**config.mk**
```make
export PLATFORM = sky130hd
export DESIGN_NAME = timer_counter_flat
export DESIGN_NICKNAME = d
export VERILOG_FILES = /design/src/rtl/timer_counter_pkg.sv /design/src/rtl/timer_counter_if.sv /design/src/rtl/timer_counter.sv /design/src/flat_wrapper.sv
export SDC_FILE = /design/constraint.sdc
export NUM_CORES = 1
export LEC_CHECK = 0
export ABC_CLOCK_PERIOD_IN_PS = 7000
export CORE_UTILIZATION = 59
export CTS_BUF_LIST = sky130_fd_sc_hd__clkbuf_4
export CTS_CLUSTER_SIZE = 40
export DETAILED_ROUTE_END_ITERATION = 10
export GPL_TIMING_DRIVEN = 0
export HOLD_SLACK_MARGIN = 0.05
export PLACE_DENSITY = 0.88
export SLEW_MARGIN = 20
export SYNTH_ARGS = -nofsm -noshare
export SYNTH_HDL_FRONTEND = slang
export SYNTH_SLANG_ARGS = --single-unit
```
**constraint.sdc**
```tcl
create_clock -name clk -period 7 [get_ports clk]
set_clock_uncertainty 0.15 [all_clocks]
set_input_delay 0.7 -clock clk [delete_from_list [all_inputs] [get_ports clk]]
set_output_delay 0.7 -clock clk [all_outputs]
set_load 0.01 [all_outputs]
```
**src/rtl/timer_counter_pkg.sv**
```systemverilog
// -----------------------------------------------------------------------------
// timer_pkg
// Shared definitions for the memory-mapped countdown timer: register word
// offsets, CTRL bit positions, mode codes and the FSM state encoding.
// No ports (package).
// -----------------------------------------------------------------------------
package timer_pkg;

  // Register word offsets (PrAddr[3:2]).
  localparam logic [1:0] ADDR_CTRL   = 2'd0;
  localparam logic [1:0] ADDR_PRESET = 2'd1;
  localparam logic [1:0] ADDR_COUNT  = 2'd2;

  // CTRL bit positions.
  localparam int CTRL_EN      = 0;
  localparam int CTRL_MODE_LO = 1;
  localparam int CTRL_MODE_HI = 2;
  localparam int CTRL_IM      = 3;

  // MODE field values. Codes 2 and 3 fall back to one-shot behaviour.
  localparam logic [1:0] MODE_ONESHOT = 2'd0;
  localparam logic [1:0] MODE_RELOAD  = 2'd1;

  typedef enum logic [1:0] {
    IDLE = 2'd0,
    LOAD = 2'd1,
    CNT  = 2'd2,
    INT  = 2'd3
  } state_e;

endpackage

```
**src/rtl/timer_counter_if.sv**
```systemverilog
// -----------------------------------------------------------------------------
// timer_counter_if
// Peripheral-bus slice seen by the timer after the bridge's address decode.
//   sel    chip select
//   we     write strobe
//   addr   word offset PrAddr[3:2]
//   be     byte enables PrBE
//   wdata  write data PrWD
//   rdata  combinational read data, routed onto PrRD
// master: the bridge / CPU side. slave: the timer.
// -----------------------------------------------------------------------------
interface timer_counter_if;
  logic        sel;
  logic        we;
  logic [1:0]  addr;
  logic [3:0]  be;
  logic [31:0] wdata;
  logic [31:0] rdata;

  modport master (output sel, output we, output addr, output be, output wdata,
                  input rdata);
  modport slave  (input sel, input we, input addr, input be, input wdata,
                  output rdata);
endinterface

```
**src/rtl/timer_counter.sv**
```systemverilog
// -----------------------------------------------------------------------------
// timer_counter
// Memory-mapped countdown timer with one-shot (held irq) and auto-reload
// (one-cycle irq pulse) modes.
// Ports:
//   clk    system clock, rising edge
//   reset  asynchronous active-low reset
//   bus    timer_counter_if.slave: sel/we/addr/be/wdata in, rdata out
//   irq    interrupt request (irq_flag & IM) to one HWInt line
// Register map: 0 CTRL {IM, MODE[1:0], EN}, 1 PRESET, 2 COUNT (RO), 3 reserved.
// -----------------------------------------------------------------------------
module timer_counter
  import timer_pkg::*;
#(
  parameter int unsigned      CNT_W      = 32,
  parameter logic [CNT_W-1:0] RST_PRESET = '0
) (
  input  logic              clk,
  input  logic              reset,
  timer_counter_if.slave    bus,
  output logic              irq
);

  logic [3:0]       ctrl_q, ctrl_d;
  logic [CNT_W-1:0] preset_q, preset_d;
  logic [CNT_W-1:0] count_q, count_d;
  logic             irq_flag_q, irq_flag_d;
  state_e           state_q, state_d;

  logic             wr;
  logic             wr_ctrl;
  logic             wr_preset;
  logic             en;
  logic             reload_mode;
  logic [31:0]      preset_ext;
  logic [31:0]      count_ext;
  logic [31:0]      preset_merged;

  // Replace only the byte lanes whose enable is set.
  function automatic logic [31:0] byte_merge(input logic [31:0] old_val,
                                             input logic [31:0] new_val,
                                             input logic [3:0]  lanes);
    logic [31:0] r;
    r = old_val;
    for (int i = 0; i < 4; i++) begin
      if (lanes[i]) r[8*i +: 8] = new_val[8*i +: 8];
    end
    return r;
  endfunction

  assign wr          = bus.sel && bus.we;
  assign wr_ctrl     = wr && (bus.addr == ADDR_CTRL);
  assign wr_preset   = wr && (bus.addr == ADDR_PRESET);
  assign en          = ctrl_q[CTRL_EN];
  assign reload_mode = (ctrl_q[CTRL_MODE_HI:CTRL_MODE_LO] == MODE_RELOAD);

  // Zero-extend the CNT_W-wide registers onto the 32-bit bus.
  always_comb begin
    preset_ext = '0;
    count_ext  = '0;
    preset_ext[CNT_W-1:0] = preset_q;
    count_ext[CNT_W-1:0]  = count_q;
  end

  assign preset_merged = byte_merge(preset_ext, bus.wdata, bus.be);

  // FSM next state plus register updates. Software writes are applied last so
  // a CTRL write overrides the hardware EN clear taken in INT.
  always_comb begin
    state_d    = state_q;
    ctrl_d     = ctrl_q;
    preset_d   = preset_q;
    count_d    = count_q;
    irq_flag_d = irq_flag_q;

    unique case (state_q)
      IDLE: begin
        if (en) state_d = LOAD;
      end
      LOAD: begin
        count_d = preset_q;
        state_d = CNT;
      end
      CNT: begin
        if (!en) begin
          state_d = IDLE;
        end else if (count_q > CNT_W'(1)) begin
          count_d = count_q - CNT_W'(1);
        end else begin
          // PRESET=0 lands here on the first count cycle, so it acts like 1.
          count_d    = '0;
          irq_flag_d = 1'b1;
          state_d    = INT;
        end
      end
      INT: begin
        if (en && reload_mode) begin
          irq_flag_d = 1'b0;
          state_d    = LOAD;
        end else begin
          // One-shot (or EN already cleared by software): flag is held.
          ctrl_d[CTRL_EN] = 1'b0;
          state_d         = IDLE;
        end
      end
      default: state_d = IDLE;
    endcase

    if (wr_ctrl) begin
      if (bus.be[0]) ctrl_d = bus.wdata[3:0];
      irq_flag_d = 1'b0;
    end
    if (wr_preset) preset_d = preset_merged[CNT_W-1:0];
  end

  always_ff @(posedge clk or negedge reset) begin
    if (!reset) begin
      state_q    <= IDLE;
      ctrl_q     <= '0;
      preset_q   <= RST_PRESET;
      count_q    <= '0;
      irq_flag_q <= 1'b0;
    end else begin
      state_q    <= state_d;
      ctrl_q     <= ctrl_d;
      preset_q   <= preset_d;
      count_q    <= count_d;
      irq_flag_q <= irq_flag_d;
    end
  end

  always_comb begin
    bus.rdata = '0;
    if (bus.sel) begin
      unique case (bus.addr)
        ADDR_CTRL:   bus.rdata = {28'd0, ctrl_q};
        ADDR_PRESET: bus.rdata = preset_ext;
        ADDR_COUNT:  bus.rdata = count_ext;
        default:     bus.rdata = '0;
      endcase
    end
  end

  assign irq = irq_flag_q & ctrl_q[CTRL_IM];

endmodule

```
**src/flat_wrapper.sv**
```systemverilog
// flat-port wrapper written by rule: the top's interface ports become plain ports
module timer_counter_flat import timer_pkg::*;
#(
  parameter int unsigned      CNT_W      = 32,
  parameter logic [CNT_W-1:0] RST_PRESET = '0
)
  (clk, reset, irq, bus_sel, bus_we, bus_addr, bus_be, bus_wdata, bus_rdata);
  timer_counter_if bus_i ();
  input  logic clk;
  input  logic reset;
  output logic irq;
  input wire logic [$bits(bus_i.sel)-1:0] bus_sel;
  input wire logic [$bits(bus_i.we)-1:0] bus_we;
  input wire logic [$bits(bus_i.addr)-1:0] bus_addr;
  input wire logic [$bits(bus_i.be)-1:0] bus_be;
  input wire logic [$bits(bus_i.wdata)-1:0] bus_wdata;
  output wire logic [$bits(bus_i.rdata)-1:0] bus_rdata;
  assign bus_i.sel = bus_sel;
  assign bus_i.we = bus_we;
  assign bus_i.addr = bus_addr;
  assign bus_i.be = bus_be;
  assign bus_i.wdata = bus_wdata;
  assign bus_rdata = bus_i.rdata;
  timer_counter #(.CNT_W(CNT_W), .RST_PRESET(RST_PRESET)) u_core (.clk(clk), .reset(reset), .bus(bus_i), .irq(irq));
endmodule
```
==> flow_summary.json <==
{
  "synth_nets": 511,
  "final_util": 0.773,
  "async_flop_share": 1.00,
  "grt_usage": 0.383,
  "clkSlewWorstSetupHoldPaths_ns": 0.12,
  "synth_top_area_cell": "dfrtp_1",
  "diodes": 0,
  "drcViolationCount": 0,
  "die_h_um": 87.6,
  "power_per_cell_area_nw_per_um2": 342,
  "antenna_found_initial": 0,
  "period_minus_slack_ns": 3.99,
  "port_buffers": 73,
  "ir_worst_vdd_uv": 174,
  "layout.nets": 597,
  "antenna_left": 0,
  "firstDrtPassIters": 6,
  "critPathCaptureType": "output pin",
  "dieArea_um2": 7680,
  "via_per_inst": 6.84,
  "dr.first_iter.drc_count": 507,
  "start_util": 0.623,
  "reg2reg_depth": 7,
  "grt_max_degree": 49,
  "syn_area_um2": 4330,
  "syn2layout_area_growth_pct": 24.1,
  "cp_max_fo": 10,
  "ff2ff_setup_slack_ns": 3.84,
  "hold_path_depth": 1,
  "row_count": 30,
  "ys.flop_type": "dfrtp_1",
  "cts_resized": 0,
  "synth_most_common_cell": "dfrtp_1",
  "hold_viol": 0,
  "cts-root-buf": "clkbuf_4",
  "synth_area_leaders": "dfrtp_1 (41%), mux2_2 (8.9%), a22oi_1 (6.8%)",
  "r2r_end": "u_core.count_ext[21]",
  "via_count": 4476,
  "dp_hpwl_um": 9850,
  "whs_ns": 0.372,
  "hold_end": "u_core.irq_flag_q",
  "htreeDepth": 3,
  "crit_start": "bus_addr[1]",
  "hold_start": "u_core.irq_flag_q",
  "synth.top_cells.by_count": "dfrtp_1 (71), nand2_1 (42), a22oi_1 (39)",
  "drive_above_1_share": 0.115,
  "rsz0062_at_grt": "no",
  "gp_congestion": 0.963,
  "clock_path_buffers": 2,
  "relSlewSlack": 0.467,
  "yosysTopAreaCellShare": 0.411,
  "numCtsBuffers": 9,
  "grt_pass1_wl_um": 22000,
  "status": "completed",
  "core_area_um2": 6940,
  "setup_viol": 0,
  "grt_pass1_vias": 4395,
  "place_inst": 637,
  "routed_wl_um": 13900,
  "ys_ff_latch": 71,
  "setup_ws_ns": 3.01,
  "critPathLaunchType": "input port",
  "chipWidth_um": 87.6,
  "critical_path_class": "in -> out",
  "cts_hold_buf": 1,
  "grt_overflow": 0,
  "synth.distinct_cells": 48,
  "wl_per_cell_um": 21.3,
  "yosys_warnings": 0,
  "synth_edf_count": 0,
  "syn_inst": 467,
  "insertion_delay_ns": 0.42,
  "crit_arrival_ns": 3.14,
  "leakage_uw": 0.00206,
  "layout.cells.non_filler": 654,
  "fin_crit_sh": 0.570,
  "clkSinkCount": 71,
  "seq_area_frac_synth": 0.411,
  "ioPinCount": 75,
  "crit_required_ns": 6.15,
  "dp_slack_ns": 3.06,
  "post_cts_buffers": 0,
  "r2r-start": "u_core.state_q[0]",
  "maxSlewViolCount": 0,
  "tritoncts": "done",
  "avgSynthCellArea_um2": 9.26,
  "tightest_slew_ns": 0.793,
  "timing.fmax_mhz": 251,
  "fin_tns_setup_ns": 0,
  "maxCapViolations": 0,
  "min_path_type": "reg -> reg"
}
-- final cells by class --
type | instances | area [um^2]
multi-input combinational | 345 | 2320
clock buffer | 9 | 67.6
fill | 493 | 1580
sequential | 71 | 1780
timing repair buffer | 75 | 766
buffer | 35 | 165
tap | 96 | 120
clock inverter | 7 | 87.6
inverter | 16 | 60.1
-- kinds of logic after synthesis --
family,after synthesis,share of synthesized area
AO/OA/AOI/OAI,99,0.165
adder cells (fa/ha/maj),2,0.00578
multiplexers,39,0.100
buffers and inverters,51,0.0521
AND/OR/NAND/NOR,205,0.266
flip-flops,71,0.411
-- cell usage in the layout, fill, tap and decap left out, types with 11 or more instances in the layout --
cell and count:
nand4_1 21, clkdlybuf4s50_1 72, nand3_1 25, a22oi_1 39
nor3_1 13, nand2_1 42, clkbuf_1 25, mux2_2 34
nor2_1 17, inv_1 16, o211ai_1 11, nor2b_1 32
dfrtp_1 71, a31oi_1 11
-- metal layers --
layer	wire (um)	up-vias	track usage
met1	5440	2146	0.471
met5	0	-	0
met2	6500	310	0.642
li1	-	1940	-
met3	1270	80	0.0735
met4	690	0	0.197
-- how the worst max path moves through the flow --
stage / end / slack, ns
floorplan: bus_rdata[10] / 4.13
global placement: u_core.preset_ext[18] / 2.63
detailed placement: bus_rdata[19] / 3.06
CTS: bus_rdata[19] / 3.06
global route: bus_rdata[11] / 2.87
finish: bus_rdata[19] / 3.01
-- power breakdown --
| group | internal (uW) | switching (uW) |
|---|---|---|
| Sequential | 556 | 178 |
| Clock | 142 | 154 |
| Combinational | 330 | 473 |
-- sequential cells by signal (all words and copies together) (netlist names) --
signal and flops:
u_core.state_q 2, u_core.ctrl_q 4, u_core.irq_flag_q 1, u_core.count_ext 32, u_core.preset_ext 32
-- metrics by stage --
| step | instance area [um^2] | total power, uW |
|---|---|---|
| 2_1_floorplan | 4330 | 1210 |
| 3_3_place_gp | 5180 | 1470 |
| 3_5_place_dp | 5200 | 1500 |
| 4_1_cts | 5370 | 1800 |
| 5_1_grt | 5370 | 1930 |
| 6_report | 5370 | 1830 |
-- worst max-delay path, stage by stage --
cell and delay (ns):
clkdlybuf4s50_1 0.52, nor2b_1 0.18, clkbuf_1 0.41, clkbuf_1 0.47
a22oi_1 0.16, nor2b_1 0.15, clkdlybuf4s50_1 0.54
No activity file was read; power rests on OpenSTA's default activity.
==> edit: new RTL, config.mk and constraints unchanged <==
Set the package constant `CTRL_MODE_HI` to 1 (it was 2).
--- a/src/rtl/timer_counter_pkg.sv
+++ b/src/rtl/timer_counter_pkg.sv
@@ -14,7 +14,7 @@
   // CTRL bit positions.
   localparam int CTRL_EN      = 0;
   localparam int CTRL_MODE_LO = 1;
-  localparam int CTRL_MODE_HI = 2;
+  localparam int CTRL_MODE_HI = 1;
   localparam int CTRL_IM      = 3;
 
   // MODE field values. Codes 2 and 3 fall back to one-shot behaviour.
Formal check against the unedited RTL: not equivalent (Yosys sat finds a counterexample within 10 cycles, from zero or initial values and one cycle with reset low).
==> edit against the unedited design <==
Largest cell class unchanged; highest routed layer unchanged; final area fell by 0.26%; critical path type unchanged; area after synthesis rose by 0.23%; via count fell by 5.8%; critical path depth did not move; routed wire length fell by 6.1%; combinational power rose by 3.9%; sequential cell count did not move; register-to-register slack barely moved; first-iteration DRC count fell by 14%; power fell by 0.47%; setup slack got worse by 0.21 ns; largest power group unchanged.
==> edit: results (changes against the unedited design) <==
Status = complete, no violations (unchanged)
Worst hold slack = 0.3851 ns (was 0.3723 ns)
Data arrival time of the worst path = 3.34 ns (was 3.14 ns)
Avg Synthesized Cell Area = 9.634 um^2 (was 9.262 um^2)
Post-synthesis cell area = 4335 um^2 (was 4325 um^2)
Gr usage total = 36.04% (was 38.26%)
Fin nets = 580 (was 597)
Pre-CTS setup slack = 2.848 ns (was 3.056 ns)
Hold depth = 1 (unchanged)
Worst Tran Pin Value = 0.7721 ns (was 0.7934 ns)
Logic power comb = 834 uW (was 803 uW)
Skew-Pair Late Insertion Delay = 0.45 ns (was 0.42 ns)
Reg-to-Reg End = u_core.count_ext[28] (was u_core.count_ext[21])
Synth cell count leaders = dfrtp_1 (71), nand2_1 (44), mux2_2 (34) (was dfrtp_1 (71), nand2_1 (42), a22oi_1 (39))
Synth area leaders = dfrtp_1 (41%), mux2_2 (8.8%), a22oi_1 (5.7%), nor2b_1 (4.6%), nand2_1 (3.8%) (was dfrtp_1 (41%), mux2_2 (8.9%), a22oi_1 (6.8%), nor2b_1 (4.6%), nand2_1 (3.6%))
Initial DRC count = 435 (was 507)
Minimum clock period = 4.194 ns (was 3.987 ns)
Synth Net Count = 494 (was 511)
Final RePlAce weighted congestion = 0.9373 (was 0.9628)
Seq/Total Area, Yosys = 40.98% (was 41.08%)
Routed length per instance = 20.49 um (was 21.25 um)
Worst vdd ir = 0.1793 mV (was 0.1745 mV)
Placed cells = 620 (was 637)
Power density cells = 341.0 nW/um^2 (was 341.7 nW/um^2)
Post-DP Area = 5204 um^2 (was 5201 um^2)
Post-DP HPWL = 9.398 mm (was 9.853 mm)
Largest net degree at the start of global routing = 38 (was 49)
Library cells used by synthesis = 53 (was 48)
CTS Buffer Depth = 2 (unchanged)
Vias in the first global route = 4,008 (was 4,395)
Leak Pwr = 2.114 nW (was 2.059 nW)
Switching power total = 815.2 uW (was 805.5 uW)
edit: cell types whose count changed in the layout (fill, tap and decap cells not counted), moves of 4 or more:
cell,delta
nand4b_1,-7
nand3_1,-7
a22oi_1,-6
a221o_1,+8
nand4_1,-16
o311ai_0,+5
inv_1,-9
a31oi_1,-6
and3_1,+5
o41ai_1,+4
edit: cell families after synthesis:
kind of cell    synth area share [%]
simple gates                   24.18
compound gates                 19.13
flops                          40.98
buf+inv                        4.445
mux                            10.68
fa+ha+maj                     0.5771
edit: how the worst max path moves through the flow:
| stage | from | endpoint |
|---|---|---|
| after floorplan | bus_addr[0] | bus_rdata[10] |
| after global placement | reset | u_core.preset_ext[16] |
| after detailed placement | bus_addr[1] | bus_rdata[23] |
| after CTS | bus_addr[1] | bus_rdata[23] |
| after global routing | bus_addr[1] | bus_rdata[23] |
| final | bus_addr[1] | bus_rdata[23] |
edit: what timing repair did:
| action | 4_1_cts | 5_1_grt |
|---|---|---|
| endpoints found under the hold margin | 12 | 0 |
| hold buffers | 1 | 0 |
| endpoints found under the setup margin | 0 | 0 |
edit: cell type report:
cell class / count / area [um^2]
Multi-Input combinational cell: 337 / 2366
Clock buffer: 9 / 67.56
Buffer: 35 / 166.4
Sequential cell: 71 / 1777
Fill cell: 493 / 1592
Clock inverter: 7 / 71.32
Tap cell: 96 / 120.1
Timing Repair Buffer: 75 / 758.2
Inverter: 7 / 26.28
edit: critical path, stage by stage:
cell and delay, ns:
clkdlybuf4s50_1 0.50, nor2b_1 0.19, clkbuf_1 0.49, buf_1 0.51, a22oi_1 0.18, nor2b_1 0.18, clkdlybuf4s50_1 0.58
edit: routing by layer:
metal,vias up,GRT usage (%),wire length (um)
met2,249,57.72,6218
met5,-,0,0
met4,0,16.24,367
met1,2040,46.67,5259
li1,1890,-,-
met3,38,8.388,1205
